==> config.mk <==
export PLATFORM = sky130hd
export DESIGN_NAME = shift_seq_ctrl
export DESIGN_NICKNAME = d
export VERILOG_FILES = /design/src/rtl/shift_seq_ctrl.sv
export SDC_FILE = /design/constraint.sdc
export NUM_CORES = 1
export LEC_CHECK = 0
export BUFFER_PORTS_ARGS = -buffer_cell sky130_fd_sc_hd__buf_2
export CAP_MARGIN = 20
export CORE_UTILIZATION = 25
export DETAILED_ROUTE_END_ITERATION = 8
export HOLD_SLACK_MARGIN = 0.1
export SYNTH_ARGS = -nofsm -noshare
export SYNTH_HDL_FRONTEND = slang
export SYNTH_SLANG_ARGS = --single-unit
==> constraint.sdc <==
create_clock -name clk -period 4.3 [get_ports clk]
set_input_delay 0.645 -clock clk [delete_from_list [all_inputs] [get_ports clk]]
set_output_delay 0.645 -clock clk [all_outputs]
set_load 0.01 [all_outputs]
==> src/rtl/shift_seq_ctrl.sv <==
// shift_seq_ctrl -- multi-cycle shift sequencer for the integer execution path.
//
// Accepts one shift command (operand, 5-bit shift amount, op) while idle and
// iterates a narrow shift stage of at most STEP bits per cycle until the whole
// amount has been applied. Completion is signalled with a one-cycle done pulse.
//
// Ports:
//   clk    in   1      system clock, rising edge
//   rst    in   1      synchronous, active-high reset
//   start  in   1      command strobe, accepted only while busy=0
//   op     in   2      00 SLL, 01 SRL, 11 SRA, 10 pass-through
//   a      in   WIDTH  operand
//   shamt  in   5      shift amount 0..31
//   busy   out  1      command in progress
//   done   out  1      one-cycle pulse, res valid
//   res    out  WIDTH  registered result, held until the next completion
//
// Build option:
//   SHIFT_SEQ_SINGLE_CYCLE_EN  when defined, the whole remaining amount is
//                              applied in one step (full barrel shift), so
//                              every command completes one cycle after accept.
module shift_seq_ctrl #(
    parameter int WIDTH = 32,
    parameter int STEP  = 4
) (
    input  logic             clk,
    input  logic             rst,
    input  logic             start,
    input  logic [1:0]       op,
    input  logic [WIDTH-1:0] a,
    input  logic [4:0]       shamt,
    output logic             busy,
    output logic             done,
    output logic [WIDTH-1:0] res
);

    typedef enum logic {IDLE, RUN} state_t;

    localparam logic [1:0] OP_SLL  = 2'b00;
    localparam logic [1:0] OP_SRL  = 2'b01;
    localparam logic [1:0] OP_PASS = 2'b10;
    localparam logic [1:0] OP_SRA  = 2'b11;

    localparam logic [4:0] STEP_AMT = 5'(STEP);

    state_t             state;
    state_t             state_next;
    logic [WIDTH-1:0]   w;
    logic [1:0]         opr;
    logic [4:0]         rem;
    logic [4:0]         amt;
    logic [4:0]         rem_step;
    logic [WIDTH-1:0]   w_step;

    // SRA shifts the working value arithmetically; since its MSB is never
    // altered by an arithmetic shift, the sign captured at accept survives
    // every partial step.
    function automatic logic [WIDTH-1:0] shift_by(input logic [WIDTH-1:0] val,
                                                  input logic [1:0]       sel,
                                                  input logic [4:0]       sh);
        logic signed [WIDTH-1:0] sval;
        sval = val;
        case (sel)
            OP_SLL:  return val << sh;
            OP_SRL:  return val >> sh;
            OP_SRA:  return $unsigned(sval >>> sh);
            default: return val;
        endcase
    endfunction

    // Amount consumed this cycle; pass-through consumes nothing.
    function automatic logic [4:0] step_amt(input logic [4:0] r, input logic [1:0] sel);
        if (sel == OP_PASS) begin
            return 5'd0;
        end
`ifdef SHIFT_SEQ_SINGLE_CYCLE_EN
        return r;
`else
        return (r < STEP_AMT) ? r : STEP_AMT;
`endif
    endfunction

    assign busy = (state == RUN);

    always_comb begin
        state_next = state;
        amt        = step_amt(rem, opr);
        w_step     = shift_by(w, opr, amt);
        // Pass-through clears the remaining count so it finishes in one step.
        rem_step   = (opr == OP_PASS) ? 5'd0 : (rem - amt);
        case (state)
            IDLE: begin
                if (start) begin
                    state_next = RUN;
                end
            end
            RUN: begin
                if (rem_step == 5'd0) begin
                    state_next = IDLE;
                end
            end
            default: state_next = IDLE;
        endcase
    end

    always_ff @(posedge clk) begin
        if (rst) begin
            state <= IDLE;
        end else begin
            state <= state_next;
        end
    end

    // Control: remaining count, done pulse and the visible result.
    always_ff @(posedge clk) begin
        if (rst) begin
            rem  <= 5'd0;
            done <= 1'b0;
            res  <= '0;
        end else begin
            done <= 1'b0;
            if (state == IDLE && start) begin
                rem <= shamt;
            end else if (state == RUN) begin
                rem <= rem_step;
                if (rem_step == 5'd0) begin
                    res  <= w_step;
                    done <= 1'b1;
                end
            end
        end
    end

    // Datapath: working value and latched op; not reset, since nothing
    // observes them until a command has been accepted.
    always_ff @(posedge clk) begin
        if (state == IDLE && start) begin
            w   <= a;
            opr <= op;
        end else if (state == RUN) begin
            w <= w_step;
        end
    end

endmodule

==> After elaboration in Yosys (flattened, before gate mapping) <==
Cells that the tools add are included.
{ "classes": {"n_addsub": 1, "n_lt_le_gt_ge": 1, "eq_ne": 3, "shift": 3, "n_mux": 14, "bitwise": 2, "n_reduce_logical": 6} }
{ "op_table": {"columns": ["cell", "n"], "rows": [
  ["$pmux W32 S3", 1],
  ["$mux W32", 2],
  ["$shl A32 B5 Y32", 1],
  ["$shr A32 B5 Y32", 1],
  ["$sshr A32 B5 Y32", 1],
  ["$mux W5", 6],
  ["$logic_not A5 Y1", 1],
  ["$lt A5 B3 Y1 const B", 1],
  ["$sub A5 B5 Y5", 1],
  ["$eq A2 B2 Y1 const B", 2],
  ["$mux W1", 4],
  ["$reduce_and A3 Y1", 1],
  ["$reduce_or A3 Y1", 1],
  ["$eq A2 B1 Y1 const B", 1],
  ["$logic_not A2 Y1", 1],
  ["$not A1 Y1", 2],
  ["$pmux W1 S2", 1],
  ["$reduce_bool A2 Y1", 1],
  ["$logic_and A1 B1 Y1", 1]
]} }
{ "totals": {"reg_bits": 73, "out_inout_bits": 34, "wordCells": 36} }

==> Longest topological paths before layout <==
{ "depth": {"word_depth": 8, "ltp_mapped": 16, "mapped_depth_nobuf": 11} }

==> Worst setup path after synthesis <==
No wires, ideal clock.
{ "synth_path": {"path_kind": "reg2reg", "startpoint": "reg opr[0]", "endpoint": "reg res[0]", "setup_ns": 0.117, "t_arrival_ns": 3.225, "slack_ns": 0.958, "stages_incl_launch_ff": 16, "path_buffers": 5, "period_less_slack_ns": 3.342, "path_cell_list": "edfxtp_1 -> buf_2 -> nand2b_1 -> buf_2 -> clkbuf_1 -> clkbuf_1 -> nand2_1 -> ha_1 -> nor2b_1 -> o21a_1 -> or3_1 -> a31oi_1 -> or3_1 -> inv_1 -> buf_2 -> a22o_1"} }
{ "synth_via": {"elab_chain_cells": 7, "word_cells_on_any_way": 14, "classes_between": "add/sub (1); eq/ne (3); shift (3); mux (4); reduce/logical (3)"} }
{ "synth_rtl": {"columns": ["element", "line_no", "source"], "rows": [
  ["start, declared", "49", "logic [1:0] opr;"],
  ["start signal, assigned", "139", "opr <= op;"],
  ["$eq A2 B2 Y1", "73, 90", null],
  ["$mux W1", "73", "if (sel == OP_PASS) begin"],
  ["$mux W5", "79", "return (r < STEP_AMT) ? r : STEP_AMT;"],
  ["$sub A5 B5 Y5", "90", "rem_step = (opr == OP_PASS) ? 5'd0 : (rem - amt);"],
  ["$mux W5", "90", null],
  ["$logic_not A5 Y1", "126", "if (rem_step == 5'd0) begin"],
  ["$reduce_and A3 Y1 (no source line)", null, null],
  ["end signal, assigned", "127", "res <= w_step;"],
  ["end, declared", "34", "output logic [WIDTH-1:0] res"]
]} }
Several ways; a longest one is shown, not always the timed one.
A chain may end at the register's enable or synchronous reset.

==> Worst setup path in the final report <==
{ "layout_path": {"startpoint": "reg rem[2]", "endpoint": "reg res[16]"} }
{ "layout_via": {"elab_chain_cells": 7, "word_cells_on_any_way": 11, "classes_between": "add/sub (1); order compare (1); shift (3); mux (4); reduce/logical (2)"} }
{ "layout_rtl": {"columns": ["element", "line_no", "source"], "rows": [
  ["start, declared", "50", "logic [4:0] rem;"],
  ["start signal, assigned", "123", "rem <= shamt;"],
  ["start signal, assigned", "125", "rem <= rem_step;"],
  ["$lt A5 B3 Y1", "79", null],
  ["$mux W5 (2 in series)", "79", null],
  ["$sub A5 B5 Y5", "90", null],
  ["$mux W5", "90", null],
  ["$logic_not A5 Y1", "126", null],
  ["$reduce_and A3 Y1 (no source line)", null, null]
]} }
Several ways; a longest one is shown, not always the timed one.

==> flow_summary.toml <==
[run_status]
status = "finished, final reports clean"

[clocking]
cts_buffers = 9
root_buffer = "clkbuf_16"
cts_tree = "built"
postCtsSetupBuffers = 0
clockBufferDepth = 2
cts.clk_slew.worst_paths_ns = 0.06
htreeDepth = 3
clock-sinks = 73
cts_resized = 0
hold_buffers = 0
insertion_delay_ns = 0.34

[yosys]
yosysUniqueCellTypes = 75
synth_top_area_share_pct = 17.9
seq_area_frac_synth_pct = 31.6
synth-async-reset-ratio_pct = 0
yosys-top-cells-area = "edfxtp_1, dfxtp_1, mux2_2"
ys_warn_count = 0
synth-edff-count = 34
yosys.area.top_type = "edfxtp_1"
syn_avg_cell_area_sq_um = 8.13
synth_nets = 748
syn_area_sq_um = 5700
synthCells = 701
ys_seq_elements = 73
synth_flop_cell = "dfxtp_1"

[detailed_routing]
drtIter0Drc = 787
drtPass1Iterations = 5
wl_microns = 20700
drc = 0
postRouteAntennaNets = 0
vias = 5900
viasPerCell = 5.82
wire_per_inst_microns = 20.4

[sta]
finalCriticalPeriod_ns = 3.41
rsz0062_at_grt = "false"
worstMarginPinSlew_ns = 0.919
holdWs_ns = 0.448
slew_headroom_pct = 38.7
setup_tns_ns = 0
min_period_over_period_pct = 79.3
finalWorstSetupSlack_ns = 0.889
report.final.hold_viol_count = 0
setup_viol = 0
slew_violations = 0
max_freq_ghz = 0.293
skew_ns = 0.00614

[critical_path]
path_class = "reg -> reg"
worstPathMaxFanout = 21
slowest_delay_ns = 0.47
required_ns = 4.54
cp-start-kind = "flip-flop"
crit_path_top_delay_cell = "or3_1"
cp_top_family = "simple AND/OR/NAND/NOR gates"
end_kind = "flip-flop"
ff2ff_setup_slack_ns = 0.89
path_cells = "or3_1, nand2_1, ha_1, nor2b_1, o21a_1, or3_1, a31oi_1, or3_1, inv_1, buf_4, a22o_1"
worstPathArrival_ns = 3.65
critPathMostFrequentCell = "or3_1"
cp.buffers_inverters = 2

[placed_design]
place.detailed.hpwl_microns = 13900
gp_congestion = 0.884
dp_cells = 997
placedInstanceArea_sq_um = 6240
pre_cts_ws_ns = 0.911
io_buffers = 75

[layout]
antenna_cells = 0
postLayoutCellArea_sq_um = 6590
num-nets-final = 775
synthToLayoutAreaGrowth_pct = 15.5
drive_gt1_share_pct = 21.0
fillCellCount = 2317
fin_cells = 1013

[global_route]
antenna_found_initial = 0
grt_max_degree = 55
grt_pass1_vias = 5579
grt_usage_pct = 17.6
gr-total-overflow = 0
grt_pass1_wl_microns = 32200

[job]
maxCapViolations = 0

[die]
die_area_sq_um = 23400
core-area_sq_um = 22100
rows = 54
die_w_microns = 153
die_y_microns = 153
initial_core_util_pct = 25.8
pin_count = 76

[pwr]
ir_drop_uv = 167
p_per_area_nw_per_um2 = 452
leakage_nw = 2.53

[hold_path]
hold_class = "reg -> reg"
sequential cells by signal, summed over array words and instances (netlist names):
| signal | cells |
|---|---|
| opr | 2 |
| done | 1 |
| w | 32 |
| busy | 1 |
| rem | 5 |
| res | 32 |
tightest hold or removal path: stages, from the launching register on:
cell	delay (ns)
dfxtp_1	0.32
nand2_1	0.04
o21ai_0	0.05
where the power goes:
| group | switching, mW | internal [mW] |
|---|---|---|
| combinational | 0.627 | 0.418 |
| sequential | 0.200 | 0.854 |
| clock | 0.299 | 0.582 |
| total | 1.13 | 1.85 |
stage by stage:
step                utilization, %  power [mW]
floorplan                        -        1.75
global placement              28.3        2.08
detailed placement            28.3        2.08
CTS                           29.8        2.97
global route                  29.8        3.13
finish                        29.8        2.98
routing by layer:
layer  up-vias  global-route usage (%)  share of wire, %  wire, microns
met1      2811                    23.7                44           9010
met5         -                       0                 0              0
met4         0                    7.36               3.1            650
met3        56                    3.77               8.1           1670
li1       2721                       -                 -              -
met2       312                    27.1                45           9370
synth_stat cells, types with 16 or more instances:
cell / count
dfxtp_1: 39
mux2i_1: 24
o221ai_1: 16
nor2_1: 51
a31oi_1: 16
o21ai_0: 52
a22o_1: 20
nand2_1: 82
buf_2: 16
mux2_2: 33
clkbuf_1: 50
edfxtp_1: 34
inv_1: 19
a21oi_1: 52
path summary, 6_finish.rpt:
check | end | depth (start not counted) | startpoint
max | res[16] | 11 | rem[2]
min | res[29] | 2 | res[29]
max reg2reg | res[16] | 11 | rem[2]
min reg2reg | res[29] | 2 | res[29]
logic make-up (layout without fill, tap and decap cells):
group | after synthesis | after routing | synth area share (%)
AOI/OAI and AO/OA | 265 | 265 | 32.3
xor gates and xnor gates | 2 | 2 | 0.307
adders and majority gates | 5 | 5 | 1.23
buffers and inverters | 98 | 130 | 7.15
DFF | 73 | 73 | 31.6
muxes | 58 | 58 | 11.1
other | 2 | 2 | 0.132
and+or+nand+nor | 198 | 198 | 16.1
area by class of cell:
class | count | area, sq um | area share (%)
Multi-Input combinational cell | 530 | 3500 | 53.1
Sequential cell | 73 | 1800 | 27.4
Timing Repair Buffer | 93 | 510 | 7.75
Tap cell | 280 | 350 | 5.32
Clock buffer | 11 | 243 | 3.68
Clock inverter | 5 | 103 | 1.56
Inverter | 21 | 78.8 | 1.20
layout by cell type, fill, tap and decap left out, drive strengths merged, types with 6 or more instances in the layout:
cell	n
o21ai	52
a31oi	16
nor3	15
a211oi	6
nand3	15
inv	19
mux2i	24
nor2	51
o221ai	16
o22ai	12
edfxtp	34
dfxtp	39
o211ai	14
a21oi	52
a221oi	11
nand2	82
or3	7
buf	93
a22o	20
clkbuf	11
mux2	33
nor2b	9
No activity file was read; power rests on OpenSTA's default activity.
